## config.mk

```make
export PLATFORM = sky130hd
export DESIGN_NAME = simon_host_ctrl
export DESIGN_NICKNAME = d
export VERILOG_FILES = /design/src/rtl/simon_host_pkg.sv /design/src/rtl/simon_host_outbuf.sv /design/src/rtl/simon_host_ctrl.sv
export SDC_FILE = /design/constraint.sdc
export NUM_CORES = 1
export LEC_CHECK = 0
export CAP_MARGIN = 20
export CORE_MARGIN = 10
export CORE_UTILIZATION = 41
export CTS_CLUSTER_DIAMETER = 30
export DETAILED_ROUTE_END_ITERATION = 8
export PLACE_DENSITY = 0.93
export SLEW_MARGIN = 30
export SYNTH_ARGS = -nofsm -noshare
export SYNTH_HDL_FRONTEND = slang
export SYNTH_HIERARCHICAL = 1
export SYNTH_SLANG_ARGS = --single-unit
```

## constraint.sdc

```tcl
create_clock -name clk -period 2.5 [get_ports clk]
set_clock_uncertainty 0.05 [all_clocks]
set_input_delay 0.25 -clock clk [delete_from_list [all_inputs] [get_ports clk]]
set_output_delay 0.25 -clock clk [all_outputs]
set_load 0.01 [all_outputs]
```

## src/rtl/simon_host_pkg.sv

```systemverilog
// simon_host_pkg: shared state encoding and timeout sizing for the SIMON host controller
package simon_host_pkg;

    typedef enum logic [2:0] {IDLE, KREQ, KWAIT, DREQ, DWAIT, READ, RDROP} state_t;

    localparam int TMO_W = 8;

    function automatic logic timed(input state_t s);
        return s inside {KREQ, KWAIT, DREQ, DWAIT, RDROP};
    endfunction

endpackage

```

## src/rtl/simon_host_outbuf.sv

```systemverilog
// simon_host_outbuf: one-entry valid/ready result register
module simon_host_outbuf #(
    parameter int W = 48
) (
    input  logic         clk,
    input  logic         nR,
    input  logic         load,
    input  logic [W-1:0] din,
    input  logic         out_ready,
    output logic         out_valid,
    output logic [W-1:0] out_data
);

    // load fills the entry; a downstream handshake empties it
    always_ff @(posedge clk or negedge nR) begin
        if (!nR) begin
            out_valid <= 1'b0;
            out_data  <= '0;
        end else begin
            out_valid <= load | (out_valid & ~out_ready);
            if (load) out_data <= din;
        end
    end

endmodule

```

## src/rtl/simon_host_ctrl.sv

```systemverilog
// simon_host_ctrl: host-side initiator sequencing keys and blocks into one SIMON core
module simon_host_ctrl
    import simon_host_pkg::*;
#(
    parameter int N   = 24,
    parameter int M   = 3,
    parameter int TMO = 255
) (
    input  logic           clk,
    input  logic           nR,
    input  logic           key_valid,
    output logic           key_ready,
    input  logic [M*N-1:0] key_in,
    input  logic           in_valid,
    output logic           in_ready,
    input  logic [2*N-1:0] in_block,
    input  logic           in_enc_dec,
    output logic           out_valid,
    input  logic           out_ready,
    output logic [2*N-1:0] out_block,
    output logic           err,
    output logic           newKey,
    output logic           newData,
    output logic           readData,
    output logic           enc_dec,
    output logic [M*N-1:0] KEY,
    output logic [2*N-1:0] BLOCK,
    input  logic           loadKey,
    input  logic           doneKey,
    input  logic           loadData,
    input  logic           doneData,
    input  logic [2*N-1:0] outData
);

    state_t           state, nxt;
    logic [TMO_W-1:0] cnt;
    logic             key_loaded;
    logic             counting;
    logic             tmo;

    // a finished result stuck behind a full output register is not the core's fault
    assign counting = timed(state) & ~(state == DWAIT & doneData & out_valid);

    // next state, handshake strobes and timeout abort
    always_comb begin
        nxt       = state;
        key_ready = 1'b0;
        in_ready  = 1'b0;
        newKey    = state == KREQ;
        newData   = state == DREQ;
        readData  = (state == READ) | (state == RDROP);
        tmo       = 1'b0;
        case (state)
            IDLE: begin
                key_ready = key_valid;
                in_ready  = ~key_valid & in_valid & key_loaded;
                nxt       = key_valid ? KREQ : in_ready ? DREQ : IDLE;
            end
            KREQ:    nxt = loadKey ? KWAIT : KREQ;
            KWAIT:   nxt = doneKey ? IDLE : KWAIT;
            DREQ:    nxt = loadData ? DWAIT : DREQ;
            DWAIT:   nxt = (doneData & (~out_valid | out_ready)) ? READ : DWAIT;
            READ:    nxt = RDROP;
            RDROP:   nxt = doneData ? RDROP : IDLE;
            default: nxt = IDLE;
        endcase
        tmo = counting & (nxt == state) & (cnt == TMO_W'(TMO - 1));
        if (tmo) nxt = IDLE;
    end

    // state register, per-state timeout counter and sticky flags
    always_ff @(posedge clk or negedge nR) begin
        if (!nR) begin
            state      <= IDLE;
            cnt        <= '0;
            key_loaded <= 1'b0;
            err        <= 1'b0;
        end else begin
            state      <= nxt;
            cnt        <= (nxt != state) ? '0 : (counting & ~&cnt) ? cnt + 1'b1 : cnt;
            key_loaded <= tmo ? 1'b0 : (state == KWAIT & doneKey) ? 1'b1 : key_loaded;
            err        <= err | tmo;
        end
    end

    // key and block toward the core change only on an upstream accept
    always_ff @(posedge clk or negedge nR) begin
        if (!nR) begin
            KEY     <= '0;
            BLOCK   <= '0;
            enc_dec <= 1'b0;
        end else begin
            if (key_ready) KEY <= key_in;
            if (in_ready) begin
                BLOCK   <= in_block;
                enc_dec <= in_enc_dec;
            end
        end
    end

    simon_host_outbuf #(.W(2*N)) u_outbuf (
        .clk       (clk),
        .nR        (nR),
        .load      (state == READ),
        .din       (outData),
        .out_ready (out_ready),
        .out_valid (out_valid),
        .out_data  (out_block)
    );

endmodule

```

==> metrics.yaml <==
status: "finished, final reports clean"
hold_viol: 0
dieArea_um2: 23290
overflow: 0
wirelength_mm: 22.27
max_freq_ghz: 0.4309
die_h_um: 152.6
cp.arrival_ps: 2020
yosysWarnings: 6
synth_most_common_cell: "dfrtp_1"
htree_levels: 4
wl_per_cell_um: 20.91
multiInputGateArea_um2: 2486
slowest_stage: "clkdlybuf4s50_1"
worstMarginPinSlew_ps: 510.0
min_period_ps: 2321
cts_tree: "built"
path_max_fanout: 4
ir_drop_uv: 731.5
switching_share_pct: 31.04
cp-end-kind: "output pin"
first_pass_iters: 4
maxCapViolations: 0
ioPinCount: 354
leakage_nw: 4.819
drtIter0Drc: 169
pwr-share-clk_pct: 18.8
cts_made_buffers: 17
synth_edf_count: 0
rows: 48
crit_required_ps: 2200
finalNetCount: 1007
grt_max_degree: 73
p_comb_share_pct: 46.1
clock_latency_ps: 430
intPower_mw: 10.24
core_um2: 17300
synthDominantCellAreaShare_pct: 63.52
cts_sinks: 183
nFillCells: 1179
dpl.hpwl_mm: 17.53
path_class: "register to output pin"
met2WireLength_mm: 10.91
synth_top_area_cell: "dfrtp_1"
path_clk_slew_ps: 70
start_kind: "register"
fin_hold_ws_ps: 291.0
drive_gt1_share_pct: 26.10
fin_crit_sh_pct: 92.82
grt_antenna_before_repair: 1
drcViolationCount: 0
slew_headroom_pct: 66.00
gp_congestion: 0.8362
initial_core_util_pct: 41.68
clk_path_buf_depth: 2
synth_cells: 466
finalSetupViolCount: 0
syn_avg_cell_area_um2: 15.47
ys_top_cells_by_area: "dfrtp_1, mux2_2, mux2_4, buf_2, nor3_1"
r2r_slack_ps: 460
seq_area_frac_synth_pct: 63.52
final_antenna_net_count: 0
grt_pass1_wl_mm: 34.75
fin_ws_ps: 179.4
cts_setup_buffers: 0
highest_layer: "met4"
rsz0062_at_grt: "no"
port_buffers: 353
num_vias: 5167
ys_seq_elements: 183
drt-met1-wl_mm: 8.473
synth-async-reset-ratio_pct: 100.0
grt_usage_pct: 18.96
path_cells: "nor3_4, nand2_1, inv_2, clkdlybuf4s50_1"
synth_commonest_cells: "dfrtp_1, mux2_2, buf_2"
grt_pass1_vias: 5768
seq_power_share_pct: 35.1
synth_area_um2: 7209
synth_top_flop_cell: "dfrtp_1"
detailedPlace.worstSlack_ps: 314.8
slew_viol_final: 0
setup_tns_ps: 0
dieWidth_um: 152.6
cts_root_buffer: "clkbuf_16"
syn_to_final_growth_pct: 61.68
max_stage_delay_ps: 610
synth_nets: 646
vias_per_cell: 4.852
synth_cell_types: 38
holdCritPathClass: "input pin to asynchronous set/reset pin"
ff_latch_area_um2: 4581
p_switching_mw: 4.611
dr_wl_met3_mm: 2.460
power_density_nw_per_um2: 1274
==> final timing paths <==
kind	cells after the start	endpoint	startpoint
hold / removal	2	u_outbuf/out_data[0]	nR
hold reg to reg	1	err	err
max in group asynchronous	3	KEY[58]	nR
setup / recovery	4	in_ready	state[0]
setup reg to reg	7	cnt[2]	state[0]
min in group clk	2	BLOCK[37]	in_block[37]
==> metrics by stage <==
step / power (mW) / cell area [um^2] / util (%) / std cells
finish: 14.85 / 11660 / 67.39 / 1065
global route: 15.68 / 11660 / 67.39 / 1065
CTS: 15.04 / 11650 / 67.33 / 1064
detailed placement: 12.20 / 11030 / 63.75 / 1032
global placement: 11.93 / 11030 / 63.75 / 1032
floorplan: 8.141 / 7209 / - / 466
==> metal layers <==
metal,vias to the layer above,global-route usage [%]
met2,254,31.54
met3,24,9.568
met1,2527,20.35
li1,2362,-
met5,-,0
met4,0,6.812
==> worst max-delay path, delay by kind of cell (launching register included) <==
family        cells  cell delay, ps
buf+inv           2             750
flops             1             440
simple gates      2             390
==> state kept, by name, summed over array words and instances, names as in the netlist <==
signal / cells
BLOCK: 48
KEY: 72
cnt: 8
enc_dec: 1
err: 1
key_loaded: 1
state: 3
u_outbuf/out_data: 48
u_outbuf/out_valid: 1
==> power by group through the flow <==
stage          Combinational [mW]  Clock, mW  Sequential [mW]
3_5_place_dp                 6.92          0             5.27
2_1_floorplan                2.32          0             5.82
4_1_cts                      6.96       2.86             5.23
5_1_grt                      7.28       2.98             5.42
6_report                     6.85       2.79             5.22
3_3_place_gp                 6.77          0             5.16
==> cells in the final DEF, fill, tap and decap left out, types with 3 or more instances in the layout <==
cell type	Yosys	final
clkdlybuf4s50_1	0	352
inv_1	8	8
bufinv_16	0	3
xnor2_1	5	5
nand2_1	7	7
nand3_1	6	6
mux2_2	161	161
xor2_1	3	3
clkinvlp_4	0	4
dfrtp_1	183	182
mux2_4	9	9
nor2b_1	4	4
buf_12	0	4
clkbuf_16	0	17
inv_6	0	3
nor2_1	10	9
nor3_1	10	10
a21oi_1	5	5
buf_4	3	5
o21ai_0	3	3
==> cell type report <==
| class | count | area share, % |
|---|---|---|
| flip-flops and latches | 183 | 39.30 |
| repair buffers | 363 | 31.42 |
| multi-input cells | 253 | 21.33 |
| clock buffers | 19 | 3.800 |
| well taps | 225 | 2.415 |
| clock inverters | 12 | 1.428 |
| inverters | 9 | 0.2898 |
| diodes | 1 | 0.02147 |
==> timing repair <==
action / 4_1_cts / 5_1_grt
endpoints found under the setup margin: 0 / 1
resized for setup: 0 / 2
hold endpoints to repair: 50 / 0
hold buffers: 1 / 0
==> kinds of logic after synthesis <==
logic type      Yosys count  synth area share, %
buf+inv                  30                2.204
fa+ha+maj                 2               0.3470
xor+xnor                  8               0.9719
simple gates             53                3.940
flops                   183                63.52
mux                     170                27.02
compound gates           20                1.996
Note: power is estimated with default switching activity, not from simulation.
